<file path="src/rtl/imm_gen_pipe_pkg.sv">
// Shared format codes, opcode constants and XLEN legality check for imm_gen_pipe.
// CSR immediate decode is enabled by defining IMM_GEN_ZIMM_EN.
package imm_gen_pipe_pkg;

    typedef enum logic [2:0] {
        FMT_NONE  = 3'b000,
        FMT_U     = 3'b001,
        FMT_I     = 3'b010,
        FMT_SHIFT = 3'b011,
        FMT_B     = 3'b100,
        FMT_S     = 3'b101,
        FMT_J     = 3'b110,
        FMT_ZIMM  = 3'b111
    } fmt_e;

    localparam logic [6:0] OPC_LUI    = 7'b0110111;
    localparam logic [6:0] OPC_AUIPC  = 7'b0010111;
    localparam logic [6:0] OPC_LOAD   = 7'b0000011;
    localparam logic [6:0] OPC_JALR   = 7'b1100111;
    localparam logic [6:0] OPC_OPIMM  = 7'b0010011;
    localparam logic [6:0] OPC_BRANCH = 7'b1100011;
    localparam logic [6:0] OPC_STORE  = 7'b0100011;
    localparam logic [6:0] OPC_JAL    = 7'b1101111;
    localparam logic [6:0] OPC_SYSTEM = 7'b1110011;

    function automatic bit xlenLegal(input int xlen);
        return (xlen == 32) || (xlen == 64);
    endfunction

endpackage

</file>
<file path="src/rtl/imm_gen_pipe_if.sv">
// Handshake bundle between upstream/downstream and imm_gen_pipe; master drives
// the instruction stream and downstream ready, slave is the immediate generator.
interface imm_gen_pipe_if #(
    parameter int XLEN = 32
);
    logic            flush;
    logic            in_valid;
    logic            in_ready;
    logic [31:0]     in_instr;
    logic [XLEN-1:0] in_pc;
    logic            out_valid;
    logic            out_ready;
    logic [XLEN-1:0] out_imm;
    logic [2:0]      out_fmt;
    logic [XLEN-1:0] out_tgt;
    logic            out_illegal;

    modport master (
        output flush, in_valid, in_instr, in_pc, out_ready,
        input  in_ready, out_valid, out_imm, out_fmt, out_tgt, out_illegal
    );

    modport slave (
        input  flush, in_valid, in_instr, in_pc, out_ready,
        output in_ready, out_valid, out_imm, out_fmt, out_tgt, out_illegal
    );
endinterface

</file>
<file path="src/rtl/imm_gen_pipe_imm_dec.sv">
// Combinational RV immediate decoder: format from the opcode, sign/zero-extended
// immediate and illegal flag. ZIMM decode present only with IMM_GEN_ZIMM_EN.
module imm_dec
    import imm_gen_pipe_pkg::*;
#(
    parameter int XLEN = 32
) (
    input  logic [31:0]     instr,
    output logic [XLEN-1:0] imm,
    output logic [2:0]      fmt,
    output logic            illegal
);

    logic [6:0] w_opcode;
    logic [2:0] w_funct3;
    fmt_e       w_fmt;

    assign w_opcode = instr[6:0];
    assign w_funct3 = instr[14:12];

    function automatic logic [XLEN-1:0] sext(input logic [31:0] v);
        return XLEN'($signed(v));
    endfunction

    always_comb begin
        w_fmt = FMT_NONE;
        imm   = '0;
        case (w_opcode)
            OPC_LUI, OPC_AUIPC: begin
                w_fmt = FMT_U;
                imm   = sext({instr[31:12], 12'b0});
            end
            OPC_LOAD, OPC_JALR: begin
                w_fmt = FMT_I;
                imm   = sext({{20{instr[31]}}, instr[31:20]});
            end
            OPC_OPIMM: begin
                if (w_funct3 == 3'b001 || w_funct3 == 3'b101) begin
                    w_fmt = FMT_SHIFT;
                    // RV64 shift amounts carry one more bit than RV32
                    imm   = (XLEN == 64) ? XLEN'(instr[25:20]) : XLEN'(instr[24:20]);
                end else begin
                    w_fmt = FMT_I;
                    imm   = sext({{20{instr[31]}}, instr[31:20]});
                end
            end
            OPC_BRANCH: begin
                w_fmt = FMT_B;
                imm   = sext({{19{instr[31]}}, instr[31], instr[7], instr[30:25], instr[11:8], 1'b0});
            end
            OPC_STORE: begin
                w_fmt = FMT_S;
                imm   = sext({{20{instr[31]}}, instr[31:25], instr[11:7]});
            end
            OPC_JAL: begin
                w_fmt = FMT_J;
                imm   = sext({{11{instr[31]}}, instr[31], instr[19:12], instr[20], instr[30:21], 1'b0});
            end
            OPC_SYSTEM: begin
`ifdef IMM_GEN_ZIMM_EN
                if (w_funct3[2]) begin
                    w_fmt = FMT_ZIMM;
                    imm   = XLEN'(instr[19:15]);
                end else begin
                    w_fmt = FMT_I;
                    imm   = sext({{20{instr[31]}}, instr[31:20]});
                end
`else
                w_fmt = FMT_I;
                imm   = sext({{20{instr[31]}}, instr[31:20]});
`endif
            end
            default: begin
                w_fmt = FMT_NONE;
                imm   = '0;
            end
        endcase

        // Compressed or otherwise non-32-bit encodings are rejected outright
        if (instr[1:0] != 2'b11) begin
            w_fmt = FMT_NONE;
            imm   = '0;
        end
    end

    assign fmt     = w_fmt;
    assign illegal = (w_fmt == FMT_NONE);

endmodule

</file>
<file path="src/rtl/imm_gen_pipe.sv">
// Registered immediate generator with a one-entry skid buffer and PC+imm target adder.
// Define IMM_GEN_ZIMM_EN to enable CSR immediate (ZIMM) decode.
module imm_gen_pipe
    import imm_gen_pipe_pkg::*;
#(
    parameter int XLEN = 32
) (
    input  logic               clk,
    input  logic               rst,
    imm_gen_pipe_if.slave      bus
);

    if (!xlenLegal(XLEN)) begin : g_badXlen
        $fatal(1, "imm_gen_pipe: XLEN must be 32 or 64");
    end

    typedef struct packed {
        logic [XLEN-1:0] imm;
        logic [XLEN-1:0] tgt;
        logic [2:0]      fmt;
        logic            illegal;
    } entry_t;

    logic [XLEN-1:0] w_decImm;
    logic [2:0]      w_decFmt;
    logic            w_decIllegal;
    entry_t          w_newEntry;
    logic            w_accept;
    logic            w_outFree;
    logic            w_skidValidNext;

    entry_t r_out;
    entry_t r_skid;
    logic   r_outValid;
    logic   r_skidValid;
    logic   r_inReady;

    imm_dec #(.XLEN(XLEN)) u_immDec (
        .instr   (bus.in_instr),
        .imm     (w_decImm),
        .fmt     (w_decFmt),
        .illegal (w_decIllegal)
    );

    assign w_newEntry.imm     = w_decImm;
    assign w_newEntry.tgt     = bus.in_pc + w_decImm;
    assign w_newEntry.fmt     = w_decFmt;
    assign w_newEntry.illegal = w_decIllegal;

    assign w_accept        = bus.in_valid && r_inReady;
    assign w_outFree       = !r_outValid || bus.out_ready;
    assign w_skidValidNext = w_outFree ? 1'b0 : (r_skidValid || w_accept);

    // Skid always refills the output first so entries stay in FIFO order
    always_ff @(posedge clk) begin
        if (rst) begin
            r_out       <= '0;
            r_skid      <= '0;
            r_outValid  <= 1'b0;
            r_skidValid <= 1'b0;
            r_inReady   <= 1'b1;
        end else if (bus.flush) begin
            r_outValid  <= 1'b0;
            r_skidValid <= 1'b0;
            r_inReady   <= 1'b1;
        end else begin
            if (w_outFree) begin
                if (r_skidValid) begin
                    r_out       <= r_skid;
                    r_outValid  <= 1'b1;
                    r_skidValid <= 1'b0;
                end else if (w_accept) begin
                    r_out      <= w_newEntry;
                    r_outValid <= 1'b1;
                end else begin
                    r_outValid <= 1'b0;
                end
            end else if (w_accept) begin
                r_skid      <= w_newEntry;
                r_skidValid <= 1'b1;
            end
            r_inReady <= !w_skidValidNext;
        end
    end

    assign bus.in_ready    = r_inReady;
    assign bus.out_valid   = r_outValid;
    assign bus.out_imm     = r_out.imm;
    assign bus.out_tgt     = r_out.tgt;
    assign bus.out_fmt     = r_out.fmt;
    assign bus.out_illegal = r_out.illegal;

endmodule

</file>
<file path="src/flat_wrapper.sv">
// flat-port wrapper written by rule: the top's interface ports become plain ports
module imm_gen_pipe_flat import imm_gen_pipe_pkg::*;
#(
    parameter int XLEN = 32
)
  (clk, rst, bus_flush, bus_in_valid, bus_in_instr, bus_in_pc, bus_out_ready, bus_in_ready, bus_out_valid, bus_out_imm, bus_out_fmt, bus_out_tgt, bus_out_illegal);
  imm_gen_pipe_if #(.XLEN(XLEN)) bus_i ();
  input  logic clk;
  input  logic rst;
  input wire logic [$bits(bus_i.flush)-1:0] bus_flush;
  input wire logic [$bits(bus_i.in_valid)-1:0] bus_in_valid;
  input wire logic [$bits(bus_i.in_instr)-1:0] bus_in_instr;
  input wire logic [$bits(bus_i.in_pc)-1:0] bus_in_pc;
  input wire logic [$bits(bus_i.out_ready)-1:0] bus_out_ready;
  output wire logic [$bits(bus_i.in_ready)-1:0] bus_in_ready;
  output wire logic [$bits(bus_i.out_valid)-1:0] bus_out_valid;
  output wire logic [$bits(bus_i.out_imm)-1:0] bus_out_imm;
  output wire logic [$bits(bus_i.out_fmt)-1:0] bus_out_fmt;
  output wire logic [$bits(bus_i.out_tgt)-1:0] bus_out_tgt;
  output wire logic [$bits(bus_i.out_illegal)-1:0] bus_out_illegal;
  assign bus_i.flush = bus_flush;
  assign bus_i.in_valid = bus_in_valid;
  assign bus_i.in_instr = bus_in_instr;
  assign bus_i.in_pc = bus_in_pc;
  assign bus_i.out_ready = bus_out_ready;
  assign bus_in_ready = bus_i.in_ready;
  assign bus_out_valid = bus_i.out_valid;
  assign bus_out_imm = bus_i.out_imm;
  assign bus_out_fmt = bus_i.out_fmt;
  assign bus_out_tgt = bus_i.out_tgt;
  assign bus_out_illegal = bus_i.out_illegal;
  imm_gen_pipe #(.XLEN(XLEN)) u_core (.clk(clk), .rst(rst), .bus(bus_i));
endmodule
</file>
<file path="config.mk">
export PLATFORM = sky130hd
export DESIGN_NAME = imm_gen_pipe_flat
export DESIGN_NICKNAME = d
export VERILOG_FILES = /design/src/rtl/imm_gen_pipe_pkg.sv /design/src/rtl/imm_gen_pipe_if.sv /design/src/rtl/imm_gen_pipe_imm_dec.sv /design/src/rtl/imm_gen_pipe.sv /design/src/flat_wrapper.sv
export SDC_FILE = /design/constraint.sdc
export NUM_CORES = 1
export LEC_CHECK = 0
export BUFFER_PORTS_ARGS = -buffer_cell sky130_fd_sc_hd__buf_4
export CORE_ASPECT_RATIO = 0.8
export CORE_UTILIZATION = 30
export DETAILED_ROUTE_END_ITERATION = 8
export PLACE_DENSITY_LB_ADDON = 0.1
export SLEW_MARGIN = 20
export SYNTH_ARGS = -nofsm -noshare
export SYNTH_HDL_FRONTEND = slang
export SYNTH_HIERARCHICAL = 1
export SYNTH_SLANG_ARGS = --single-unit
</file>
<file path="constraint.sdc">
create_clock -name clk -period 3.9 [get_ports clk]
set_input_delay 0.975 -clock clk [delete_from_list [all_inputs] [get_ports clk]]
set_output_delay 0.975 -clock clk [all_outputs]
set_load 0.02 [all_outputs]
</file>
After elaboration in Yosys (flattened, before gate mapping)
Index checks and enable logic that the tools add are counted.
{"block": "word_totals", "elab_cells": 51, "ramBits": 0, "inputBits": 69, "ff_bits": 139, "latchBits": 0, "mem_bits_ro": 0, "n_memories": 0, "out_inout_bits": 70}
{"block": "classes", "multipliers": 0, "order_cmp": 0, "n_mux": 11, "n_shift": 0, "n_reduce_logical": 14, "bitwise": 2, "eq_ne": 12, "n_div": 0, "add_sub_neg": 1}
{"op": "32-bit one-hot mux with 6 select lines", "n": 1}
{"op": "68-bit 2-to-1 mux", "n": 2}
{"op": "32-bit 2-to-1 mux", "n": 2}
{"op": "32-bit adder", "n": 1}
{"op": "7-bit == test, second input constant", "n": 4}
{"op": "3-bit one-hot mux with 6 select lines", "n": 1}
{"op": "7-bit by 5-bit == test with 1-bit output, second input constant", "n": 2}
{"op": "7-bit by 6-bit == test with 1-bit output, second input constant", "n": 2}
{"op": "7-bit by 2-bit == test with 1-bit output, second input constant", "n": 1}
{"op": "3-bit AND reduction", "n": 2}
{"op": "3-bit OR reduction", "n": 2}
{"op": "1-bit 2-to-1 mux", "n": 4}
{"op": "2-bit OR reduction", "n": 2}
{"op": "3-bit by 1-bit == test with 1-bit output, second input constant", "n": 1}
{"op": "3-bit == test, second input constant", "n": 1}
{"op": "3-bit zero test", "n": 1}
{"op": "1-bit logical OR", "n": 3}
{"op": "3-bit 2-to-1 mux", "n": 1}
{"op": "1-bit zero test", "n": 2}
{"op": "2-bit != test, second input constant", "n": 1}
{"op": "1-bit inverter", "n": 2}
{"op": "2-bit nonzero test", "n": 1}
{"op": "1-bit logical AND", "n": 1}

Logic depth before layout (Yosys ltp)
{"block": "depth", "word_depth": 8, "depth_mapped": 17, "mapped_depth_nobuf": 15}

Cells and area by module
Netlist, hierarchy kept.
{"mod": "imm_gen_pipe", "instances": 1, "area_per_inst_um2": 7064.3, "seq_area_each_um2": 2782.7, "cells_each": 863}
{"mod": "imm_dec", "instances": 1, "area_per_inst_um2": 619.3, "seq_area_each_um2": 0.0, "cells_each": 111}

Least setup slack after synthesis
No wires, ideal clock.
{"block": "synth_path", "kind": "input port to flip-flop", "start": "input bus_in_instr[5]", "end": "register u_core.r_out, in the netlist u_core/bus.out_tgt[19]", "setup_time_ps": 91, "path_buffers": 1, "cell_stages": 13, "required_ps": 3809, "slack_ps": -127, "arrival_time_ps": 3936, "path_cell_list": "buf_2 > nor4bb_1 > a22o_1 > ha_1 > a21o_1 > a21oi_2 > a211oi_2 > o31ai_2 > a21oi_2 > o211ai_2 > a21oi_1 > or3b_1 > a311oi_1"}
{"block": "synth_between", "elab_chain_cells": 7, "word_cells_on_any_way": 16, "classes_between": "add/sub: 1; eq/ne: 9; mux: 4; reduce/logical: 2"}
{"element": "from (decl)", "line_no": "flat_wrapper.sv:12", "text": "input wire logic [$bits(bus_i.in_instr)-1:0] bus_in_instr;"}
{"element": "7-bit == test (tied with other cells)", "line_no": "imm_gen_pipe_imm_dec.sv:28", "text": "case (w_opcode)"}
{"element": "3-bit OR reduction (no line) / 2-bit OR reduction (equally long branches)"}
{"element": "32-bit one-hot mux with 6 select lines *", "line_no": "imm_gen_pipe_imm_dec.sv:28"}
{"element": "32-bit 2-to-1 mux *", "line_no": "imm_gen_pipe_imm_dec.sv:80", "text": "if (instr[1:0] != 2'b11) begin"}
{"element": "named net u_core.w_decImm[3]", "line_no": "imm_gen_pipe.sv:24", "text": "logic [XLEN-1:0] w_decImm;"}
{"element": "32-bit adder *", "line_no": "imm_gen_pipe.sv:46", "text": "assign w_newEntry.tgt = bus.in_pc + w_decImm;"}
{"element": "68-bit 2-to-1 mux *", "line_no": "imm_gen_pipe.sv:72", "text": "end else if (w_accept) begin"}
{"element": "68-bit 2-to-1 mux *", "line_no": "imm_gen_pipe.sv:68", "text": "if (r_skidValid) begin"}
{"element": "to (signal assigned)", "line_no": "imm_gen_pipe.sv:69", "text": "r_out <= r_skid;"}
{"element": "to (signal assigned)", "line_no": "imm_gen_pipe.sv:73", "text": "r_out <= w_newEntry;"}
{"element": "to (decl)", "line_no": "imm_gen_pipe.sv:32", "text": "entry_t r_out;"}
The timed path passes the listed nets; every way through them passes the cells marked *. The select of a mux whose other input is x is not followed.
A chain may end at the register's enable or synchronous reset.

Worst setup path after layout
{"block": "layout_path", "start": "input bus_in_instr[6]", "end": "register u_core.r_out, in the netlist u_core/bus.out_tgt[28]"}
Same word-level chain as after synthesis.

==> flow_metrics.env <==
export IMPL_antenna_found_initial=0
export IMPL_async_reset_ff_frac=0
export IMPL_grt_first_pass_wirelength_um=39800
export IMPL_routed_wl_um=25200
export IMPL_slew_viol_final=0
export IMPL_pwr_density_cell_mw_per_mm2=359
export IMPL_rows=51
export IMPL_syn_nets=1075
export IMPL_via_per_inst=4.90
export IMPL_cts_made_buffers=17
export IMPL_gp_congestion=0.845
export IMPL_rsz0062_at_grt="true"
export IMPL_initial_core_util=0.310
export IMPL_insertion_delay_ps=430
export IMPL_setup_viol=0
export IMPL_power_total_w=0.00401
export IMPL_syn_avg_cell_area_um2=7.89
export IMPL_ant_nets=0
export IMPL_stdcell_count=1570
export IMPL_yosysUniqueCellTypes=64
export IMPL_synth_seq_cells=139
export IMPL_drt_iter0_drc=366
export IMPL_fmax_ghz=0.265
export IMPL_status="completed"
export IMPL_hpwl_um=18400
export IMPL_die_w_um=181
export IMPL_max_vdd_ir_drop_uv=286
export IMPL_cp_max_fo=7
export IMPL_most_common_layout_cells="306 x buf_4, 181 x nand2_1, 138 x dfxtp_1"
export IMPL_crit_arrival_ps=4110
export IMPL_root_buffer="clkbuf_16"
export IMPL_grt_pass1_vias=7299
export IMPL_finish_utilization=0.451
export IMPL_cts_tree="yes"
export IMPL_core_mm2=0.0248
export IMPL_seq_area_frac_synth=0.362
export IMPL_clk_pin_slew_worst_paths_ps=60
export IMPL_wl_per_cell_um=16.1
export IMPL_reg2reg_to="u_core/r_skid[9]$_SDFFE_PP0P_"
export IMPL_cp_startpoint="bus_in_instr[6]"
export IMPL_synth_area_mm2=0.00768
export IMPL_worstHoldPathType="reg2reg"
export IMPL_io_buffers=138
export IMPL_fin_area_mm2=0.0112
export IMPL_skew_ps=7.69
export IMPL_leakage_nw=4.87
export IMPL_final_hold_viol_count=0
export IMPL_r2r_start="u_core/bus.in_ready$_SDFF_PP1_"
export IMPL_antennaDiodeCount=0
export IMPL_die_area_mm2=0.0263
export IMPL_min_period_over_period=0.969
export IMPL_dpl_cell_area_mm2=0.0103
export IMPL_gr_total_overflow=0
export IMPL_area_growth_pct=45.4
export IMPL_netlist_instances=974
export IMPL_h_tree_depth=4
export IMPL_cp_required_ps=4240
export IMPL_crit_type="in2reg"
export IMPL_synth_edff_count=0
export IMPL_critPathLaunchType="primary input"
export IMPL_first_pass_iters=5
export IMPL_nets=1340
export IMPL_regToRegSetupSlack_ps=1860
export IMPL_worstSetupEndpoint="u_core/bus.out_tgt[28]$_SDFFE_PP0P_"
export IMPL_vias=7693
export IMPL_slew_headroom=0.314
export IMPL_fin_crit_ps=3780
export IMPL_worst_setup_path_end_kind="flip-flop"
export IMPL_drcViolationCount=0
export IMPL_drive_gt1_frac=0.326
export IMPL_tightestPinTransition_ps=1030
export IMPL_ys_warn_count=6
export IMPL_clockBufferDepth=2
export IMPL_die_height_um=145
export IMPL_io_pin_count=139
export IMPL_rr_worst_depth=5
export IMPL_grt_max_degree=126
export IMPL_synth_flop_cell="dfxtp_1"
export IMPL_dpl_cell_count=1535
export IMPL_cts_sinks=139
export IMPL_maxCapViolations=0
export IMPL_grt_use_total=0.194
export IMPL_final_common_cell="buf_4"
what timing repair did:
action	CTS	global route
gates resized for setup	0	41
hold buffers	0	0
endpoints found under the setup margin	0	32
setup buffers	0	3
worst max-delay path: stages:
cell      delay (ps)
buf_4            140
buf_4            140
and2_1           190
buf_4            150
a22oi_1          170
o22ai_1          100
a31o_2           280
ha_1             360
and3_1           200
and3_1           170
nand3_2          100
a21oi_2          220
nor2_1           100
o41a_1           420
mux2i_1          140
a211oi_1         240
state kept, by name (all words and copies together) (netlist names):
register	cells
u_core/bus.out_valid	1
u_core/bus.out_fmt	3
u_core/bus.out_imm	32
u_core/r_skid	68
u_core/r_skidValid	1
u_core/bus.out_tgt	32
u_core/bus.out_illegal	1
u_core/bus.in_ready	1
final cells by class:
class | instances | area [µm²]
Timing Repair Buffer | 313 | 2420
Inverter | 13 | 48.8
Sequential cell | 139 | 2780
Clock inverter | 15 | 234
Multi-Input combinational cell | 755 | 4860
Tap cell | 318 | 398
Clock buffer | 17 | 425
Fill cell | 2540 | 13600
synth_stat cells, types with 16 or more instances:
| master | instances | area (µm²) |
|---|---|---|
| nand3_1 | 23 | 115 |
| nor2_1 | 97 | 364 |
| dfxtp_1 | 139 | 2780 |
| a21o_1 | 20 | 150 |
| a21oi_1 | 102 | 510 |
| ha_1 | 31 | 388 |
| nand2_1 | 184 | 691 |
| o21ai_0 | 16 | 80.1 |
| clkbuf_1 | 51 | 191 |
| mux2i_1 | 52 | 521 |
| a211oi_1 | 63 | 473 |
| xnor2_1 | 23 | 201 |
where the power goes:
| part | total (W) | switching (W) | internal (W) |
|---|---|---|---|
| registers | 0.00150 | 0.0000286 | 0.00147 |
| logic | 0.000671 | 0.000356 | 0.000315 |
| clock network | 0.00184 | 0.000688 | 0.00115 |
| total | 0.00401 | 0.00107 | 0.00293 |
cells by family (layout without fill, tap and decap cells):
kind of cell | Yosys count | after routing | share of synthesized area
and+or+nand+nor | 377 | 377 | 0.216
DFF | 139 | 139 | 0.362
muxes | 53 | 53 | 0.0692
xor gates and xnor gates | 27 | 27 | 0.0308
buffers and inverters | 80 | 358 | 0.0410
adders and majority gates | 32 | 32 | 0.0531
AOI/OAI and AO/OA | 266 | 266 | 0.228
layer usage:
layer / share of wire / GRT usage
met5: 0 / 0
met4: 0.0065 / 0.0487
met3: 0.045 / 0.0334
met2: 0.44 / 0.295
met1: 0.51 / 0.281
how the worst min path moves through the flow:
stage,startpoint,to,slack [ps],cells past startpoint
2_1_floorplan,u_core/r_skid[31]$_SDFFE_PP0P_,u_core/r_skid[31]$_SDFFE_PP0P_,430,2
3_3_place_gp,u_core/r_skid[27]$_SDFFE_PP0P_,u_core/r_skid[27]$_SDFFE_PP0P_,440,2
3_5_place_dp,u_core/r_skid[14]$_SDFFE_PP0P_,u_core/r_skid[14]$_SDFFE_PP0P_,450,2
4_1_cts,u_core/r_skid[14]$_SDFFE_PP0P_,u_core/r_skid[14]$_SDFFE_PP0P_,450,2
5_1_grt,u_core/r_skid[49]$_SDFFE_PP0P_,u_core/r_skid[49]$_SDFFE_PP0P_,470,2
6_report,u_core/r_skid[14]$_SDFFE_PP0P_,u_core/r_skid[14]$_SDFFE_PP0P_,450,2
metrics by stage:
step / setup TNS, ps / worst slack (ps) / hold WS, ps
2_1_floorplan: -6.69 / -6.69 / 432
3_3_place_gp: -10630 / -440 / 441
3_5_place_dp: -10530 / -384 / 446
4_1_cts: 0 / 54.6 / 454
5_1_grt: -106 / -55.8 / 468
6_report: 0 / 122 / 452
No activity file was read; power rests on OpenSTA's default activity.
